**config.mk**
```make
export PLATFORM = sky130hd
export DESIGN_NAME = stream_drain_arb
export DESIGN_NICKNAME = d
export VERILOG_FILES = /design/src/rtl/stream_drain_arb.sv
export SDC_FILE = /design/constraint.sdc
export NUM_CORES = 1
export LEC_CHECK = 0
export ABC_CLOCK_PERIOD_IN_PS = 2300
export BUFFER_PORTS_ARGS = -buffer_cell sky130_fd_sc_hd__clkbuf_2
export CORE_UTILIZATION = 30
export DETAILED_ROUTE_END_ITERATION = 10
export PLACE_DENSITY_LB_ADDON = 0.3
export SLEW_MARGIN = 25
export SYNTH_ARGS = -nofsm -noshare
export SYNTH_HDL_FRONTEND = slang
export SYNTH_SLANG_ARGS = --single-unit
```
**constraint.sdc**
```tcl
create_clock -name clk_i -period 2.3 [get_ports clk_i]
set_input_delay 0.115 -clock clk_i [delete_from_list [all_inputs] [get_ports clk_i]]
set_output_delay 0.115 -clock clk_i [all_outputs]
set_load 0.1 [all_outputs]
```
**src/rtl/stream_drain_arb.sv**
```systemverilog
// Round-robin discard sink: accepts one beat per grant from up to NumIn streams,
// optionally idles for a programmable gap, and keeps saturating drop counters.
module stream_drain_arb #(
    parameter int unsigned NumIn     = 4,
    parameter int unsigned DataWidth = 32,
    parameter int unsigned CntWidth  = 16,
    parameter int unsigned GapWidth  = 4,
    localparam int unsigned IdxWidth = (NumIn > 1) ? $clog2(NumIn) : 1
) (
    input  logic                          clk_i,
    input  logic                          rst_ni,
    input  logic                          en_i,
    input  logic [GapWidth-1:0]           gap_i,
    input  logic                          clr_i,
    input  logic [NumIn-1:0]              inp_valid_i,
    input  logic [NumIn*DataWidth-1:0]    inp_data_i,
    output logic [NumIn-1:0]              inp_ready_o,
    output logic                          drop_o,
    output logic [IdxWidth-1:0]           drop_idx_o,
    output logic [NumIn*CntWidth-1:0]     port_cnt_o,
    output logic [CntWidth-1:0]           total_cnt_o,
    output logic                          busy_o
);

    typedef enum logic {IDLE, GAP} state_e;

    state_e                state_q, state_d;
    logic [IdxWidth-1:0]   rr_q, rr_d;
    logic [GapWidth-1:0]   gap_q, gap_d;
    logic [CntWidth-1:0]   port_cnt_q [NumIn];
    logic [CntWidth-1:0]   port_cnt_d [NumIn];
    logic [CntWidth-1:0]   total_q, total_d;

    logic [IdxWidth-1:0]   sel;
    logic                  found;
    logic                  grant;
    logic [NumIn-1:0]      acc_vec;

    // Data is intentionally dropped; this only keeps the input referenced.
    logic unused_data;
    assign unused_data = ^inp_data_i;

    // First valid port at or above rr_q, wrapping around.
    always_comb begin
        int unsigned p;
        sel   = '0;
        found = 1'b0;
        p     = 0;
        for (int unsigned k = 0; k < NumIn; k++) begin
            p = (32'(rr_q) + k) % NumIn;
            if (!found && inp_valid_i[p]) begin
                found = 1'b1;
                sel   = IdxWidth'(p);
            end
        end
    end

    // Reset also masks the combinational handshake so nothing is granted while held.
    assign grant = rst_ni && en_i && (state_q == IDLE) && found;

    generate
        for (genvar gi = 0; gi < NumIn; gi++) begin : g_port
            assign acc_vec[gi] = grant && (sel == IdxWidth'(gi));
            assign port_cnt_o[gi*CntWidth +: CntWidth] = port_cnt_q[gi];
        end
    endgenerate

    assign inp_ready_o = acc_vec;
    assign drop_o      = grant;
    assign drop_idx_o  = grant ? sel : '0;
    assign total_cnt_o = total_q;
    assign busy_o      = (state_q == GAP);

    always_comb begin
        state_d = state_q;
        gap_d   = gap_q;
        rr_d    = rr_q;
        if (grant) begin
            rr_d = (sel == IdxWidth'(NumIn - 1)) ? '0 : sel + 1'b1;
        end
        case (state_q)
            IDLE: begin
                if (grant && (gap_i != '0)) begin
                    state_d = GAP;
                    gap_d   = gap_i;
                end
            end
            GAP: begin
                if (gap_q == GapWidth'(1)) begin
                    state_d = IDLE;
                    gap_d   = '0;
                end else begin
                    gap_d = gap_q - 1'b1;
                end
            end
            default: begin
                state_d = IDLE;
                gap_d   = '0;
            end
        endcase
    end

    // Clear wins over history, but a beat accepted alongside the clear still counts.
    always_comb begin
        for (int i = 0; i < NumIn; i++) begin
            port_cnt_d[i] = port_cnt_q[i];
            if (clr_i) begin
                port_cnt_d[i] = acc_vec[i] ? CntWidth'(1) : '0;
            end else if (acc_vec[i] && (port_cnt_q[i] != '1)) begin
                port_cnt_d[i] = port_cnt_q[i] + 1'b1;
            end
        end
        total_d = total_q;
        if (clr_i) begin
            total_d = grant ? CntWidth'(1) : '0;
        end else if (grant && (total_q != '1)) begin
            total_d = total_q + 1'b1;
        end
    end

    always_ff @(posedge clk_i or negedge rst_ni) begin
        if (!rst_ni) begin
            state_q <= IDLE;
            rr_q    <= '0;
            gap_q   <= '0;
            total_q <= '0;
            for (int i = 0; i < NumIn; i++) begin
                port_cnt_q[i] <= '0;
            end
        end else begin
            state_q <= state_d;
            rr_q    <= rr_d;
            gap_q   <= gap_d;
            total_q <= total_d;
            for (int i = 0; i < NumIn; i++) begin
                port_cnt_q[i] <= port_cnt_d[i];
            end
        end
    end

endmodule

```
# == After elaboration in Yosys (flattened, before gate mapping) ==
# Cells that the tools add are included.
# op_classes
add_sub_neg,10
magnitude_cmp,4
n_eq_ne,10
n_mux,39
bitwise_logic,1
n_reduce_logical,26
# op_table
cell,n
2-to-1 mux 16 bit,10
adder 16 x 1 -> 16 bit (second input constant),5
!= test 16 bit (second input constant),5
logical AND 1 bit,16
2-to-1 mux 1 bit,15
less-than comparator 2 x 3 -> 1 bit (second input constant),4
2-to-1 mux 2 bit,6
nonzero test 2 bit,5
binary-select mux 1 bit (select 2 bit),4
2-to-1 mux 4 bit,2
one-hot mux 4 bit (2 select lines),1
adder 2 x 1 -> 2 bit (second input constant),2
adder 2 bit (second input constant),2
equality test 2 bit (second input constant),2
equality test 4 x 1 -> 1 bit (second input constant),1
nonzero test 4 bit,1
subtractor 4 x 1 -> 4 bit (second input constant),1
zero test 1 bit,3
equality test 2 x 1 -> 1 bit (second input constant),1
zero test 2 bit,1
!= test 2 x 1 -> 1 bit (second input constant),1
one-hot mux 1 bit (2 select lines),1
inverter 1 bit,1
# totals
regBits,87
out_inout_bits,88
word_cells,98

# == Longest topological paths before layout ==
# logic_depth
depth_word,17
ltp_mapped,11

# == Worst setup path after synthesis ==
# No wires, ideal clock.
# synth_path
path_kind,reg-to-output
from,register state_q (netlist: busy_o)
to,output port drop_idx_o[1]
arrival_time_ns,3.268
required_ns,2.185
path_slack_ns,-1.083
path_stages_with_launch,3
cell_sequence,dfrtp_1 > nand3b_1 > nor3_1
# synth_via
elab_chain_cells,4
# synth_rtl
element,line_no,source
from (decl),27,"state_e state_q, state_d;"
from (signal assigned),131,state_q <= state_d;
inverter 1 bit,-,
logical AND 1 bit (2 in a row),59,assign grant = rst_ni && en_i && (state_q == IDLE) && found;
2-to-1 mux 2 bit,70,assign drop_idx_o = grant ? sel : '0;
to (decl),19,"output logic [IdxWidth-1:0] drop_idx_o,"
# No other way between the ends.

# == Final worst setup path ==
# layout_path
from,register rr_q[0]
to,output port inp_ready_o[2]
# layout_via
elab_chain_cells,14
elab_cells_between_ends,28
# layout_rtl
element,line_no,source
from (decl),28,"logic [IdxWidth-1:0] rr_q, rr_d;"
from (signal assigned),132,rr_q <= rr_d;
"parallel branches: the longest is 13 deep, another holds adder 2 x 1 -> 2 bit",-,
logical AND 1 bit (*),63,assign acc_vec[gi] = grant && (sel == IdxWidth'(gi));
to (decl),17,"output logic [NumIn-1:0] inp_ready_o,"
# Mark *: on every way between the ends. The select of a mux whose other input is x is not followed.

==> flow_metrics.env <==
export IMPL_vias_per_cell=5.17
export IMPL_crit_type="reg -> out"
export IMPL_cts_made_buffers=9
export IMPL_multi_input_area_mm2=0.00290
export IMPL_wl_per_cell_um=15.1
export IMPL_peakVddDrop_v=0.000316
export IMPL_setup_ws_ns=-0.0163
export IMPL_syn_num_nets=677
export IMPL_synth_area_mm2=0.00492
export IMPL_tightest_slew_ns=0.730
export IMPL_synthTopCellsByArea="dfrtp_1, nor2_1, xor2_1, xnor2_1, nand3_1"
export IMPL_synthArstFlopShare_pct=100
export IMPL_path_clk_slew_ns=0.06
export IMPL_fin_setup_tns_ns=-0.0163
export IMPL_diodes=0
export IMPL_netlist_top_cells_count="dfrtp_1, nor2_1, nand3_1"
export IMPL_min_path_type="in -> reg"
export IMPL_critPathMaxFanout=5
export IMPL_startpoint_type="register"
export IMPL_grt_pass1_wl_mm=21.5
export IMPL_finalCritPeriodShare_pct=101
export IMPL_drt_iter0_markers=187
export IMPL_setup_viol=1
export IMPL_seqPwrFrac_pct=40.9
export IMPL_boundaryPins=228
export IMPL_area_growth_syn_to_layout_pct=37.2
export IMPL_grt_total_usage_pct=16.2
export IMPL_hpwl_mm=9.45
export IMPL_antenna_left=0
export IMPL_max_slew_margin_rel_pct=50.9
export IMPL_grt_pass1_vias=4214
export IMPL_antenna_found_initial=0
export IMPL_grt_max_degree=44
export IMPL_drc=0
export IMPL_syn_inst=526
export IMPL_synth_area_leader_cell="dfrtp_1"
export IMPL_p_int_w=0.00287
export IMPL_drive_above_1_share_pct=39.2
export IMPL_die_area_mm2=0.0169
export IMPL_cts_sinks=87
export IMPL_clkLatencyLatePin_ns=0.34
export IMPL_place_gp_congestion=0.836
export IMPL_place_ws_ns=-0.243
export IMPL_ys_types=58
export IMPL_clkPwrFrac_pct=33.1
export IMPL_syn_avg_cell_area_um2=9.35
export IMPL_status="finished, violations left"
export IMPL_yosysSeqAreaShare_pct=44.3
export IMPL_synth_edf_count=0
export IMPL_core_area_mm2=0.0159
export IMPL_power_density_mw_per_mm2=631
export IMPL_ys_seq_elements=87
export IMPL_synth_ff_type="dfrtp_1"
export IMPL_crit_path_end_kind="primary output"
export IMPL_finish_utilization_pct=42.3
export IMPL_cts_tree="built"
export IMPL_via_count=4567
export IMPL_die_h_um=130
export IMPL_cap_violations=0
export IMPL_synth_top_area_share_pct=44.3
export IMPL_power_leakage_nw=2.77
export IMPL_p_sw_w=0.00140
export IMPL_grt_overflow_total=0
export IMPL_clockBufferDepth=2
export IMPL_wirelength_mm=13.4
export IMPL_violations="setup timing"
export IMPL_totalPowerFinal_w=0.00426
export IMPL_min_period_ns=2.32
export IMPL_seq_area_mm2=0.00224
export IMPL_skew_ns=0.00630
export IMPL_num_rows=46
export IMPL_rsz0062_at_grt="true"
export IMPL_htreeDepth=3
export IMPL_clock_fmax_mhz=432
export IMPL_dr_pass1_iters=5
export IMPL_yosysMostFrequentCell="dfrtp_1"
export IMPL_cp_arrival_ns=2.20
export IMPL_root_buffer="clkbuf_16"
export IMPL_required_ns=2.18
export IMPL_fillCellCount=1569
export IMPL_drv_slew=0
export IMPL_nets=814
export IMPL_yosys_warnings=0
export IMPL_switching_share_pct=32.8
export IMPL_start_util_pct=30.9
export IMPL_final_hold_violation_count=0
export IMPL_die_width_um=130
export IMPL_port_buffers=99
export IMPL_combPwrFrac_pct=26.0
## layer usage
| layer | part of all wire, % | vias up | track usage [%] |
|---|---|---|---|
| met5 | 0 | - | 0 |
| met1 | 46 | 2224 | 21.7 |
| met3 | 4.9 | 17 | 3.28 |
| li1 | - | 2195 | - |
| met2 | 47 | 131 | 25.3 |
| met4 | 1.9 | 0 | 7.25 |
## final timing paths
| path | from | endpoint | slack (ns) | cells past startpoint |
|---|---|---|---|---|
| worst min register to register | port_cnt_o[16] | port_cnt_o[16] | 0.54 | 1 |
| worst max-delay path | rr_q[0] | inp_ready_o[2] | -0.02 | 12 |
| min in group asynchronous | rst_ni | busy_o | 0.15 | 2 |
| max in group asynchronous | rst_ni | port_cnt_o[32] | 1.36 | 3 |
| worst min-delay path | gap_i[3] | gap_q[3] | 0.03 | 3 |
| worst max register to register | rr_q[1] | port_cnt_o[55] | 0.03 | 13 |
## cells in the final DEF, fill, tap and decap left out, types with 12 or more instances in the layout
| cell type | synthesis | routed |
|---|---|---|
| dfrtp_1 | 87 | 38 |
| and3_1 | 13 | 13 |
| xor2_1 | 28 | 28 |
| xnor2_1 | 23 | 23 |
| nand4_1 | 24 | 24 |
| buf_4 | 0 | 37 |
| a21oi_1 | 20 | 17 |
| dfrtp_2 | 0 | 49 |
| inv_1 | 16 | 12 |
| nand3_1 | 38 | 37 |
| nor3_1 | 15 | 12 |
| clkbuf_2 | 0 | 92 |
| nor2_1 | 72 | 71 |
| nand2_1 | 30 | 30 |
## sequential cells by signal, indices dropped and copies added, names as in the netlist
name         count
port_cnt_o      64
total_cnt_o     16
gap_q            4
rr_q             2
busy_o           1
## stage by stage
stage	cell area (um2)	hold WS, ns	instances
2_1_floorplan	5010	-0.181	526
3_3_place_gp	6000	-0.0779	854
3_5_place_dp	6000	-0.0772	854
4_1_cts	6400	0.00912	876
5_1_grt	6750	0.0480	884
6_report	6750	0.0350	884
## cells by family after synthesis
kind of cell | after synthesis | synth area share, %
simple gates | 255 | 28.1
flops | 87 | 44.3
fa+ha+maj | 11 | 2.80
xor+xnor | 51 | 9.08
compound gates | 76 | 10.6
mux | 10 | 2.19
buf+inv | 36 | 2.93
## layout make-up
cell class | count | share of cell area [%]
timing repair buffer | 145 | 14.5
multi-input combinational | 403 | 43.0
sequential | 87 | 33.2
clock buffer | 16 | 4.17
tap | 216 | 4.00
inverter | 17 | 1.13
## power groups by stage
| stage | logic (W) | registers, W | clock network (W) |
|---|---|---|---|
| global route | 0.00119 | 0.00176 | 0.00151 |
| finish | 0.00111 | 0.00175 | 0.00141 |
| global placement | 0.000908 | 0.00175 | 0 |
| detailed placement | 0.000932 | 0.00177 | 0 |
| floorplan | 0.000425 | 0.00195 | 0 |
| CTS | 0.00101 | 0.00174 | 0.00146 |
## repair_timing
| action | in CTS | in global routing |
|---|---|---|
| pin swaps | 6 | 14 |
| setup buffers | 6 | 7 |
| gates resized for setup | 17 | 46 |
| cloned | 0 | 1 |
| hold buffers | 1 | 0 |
| endpoints found under the setup margin | 33 | 39 |
| hold endpoints to repair | 87 | 0 |
## worst max-delay path: stages, from the launching register on
cell and delay (ns):
dfrtp_2 0.43, nor3b_2 0.16, a21oi_1 0.11, o21ai_1 0.09, o21ai_2 0.09, inv_2 0.08, buf_4 0.14, buf_6 0.11
ha_4 0.15, nand3_4 0.09, buf_6 0.13, clkinvlp_4 0.09, buf_12 0.17
Power figures use the tool's default switching activity.
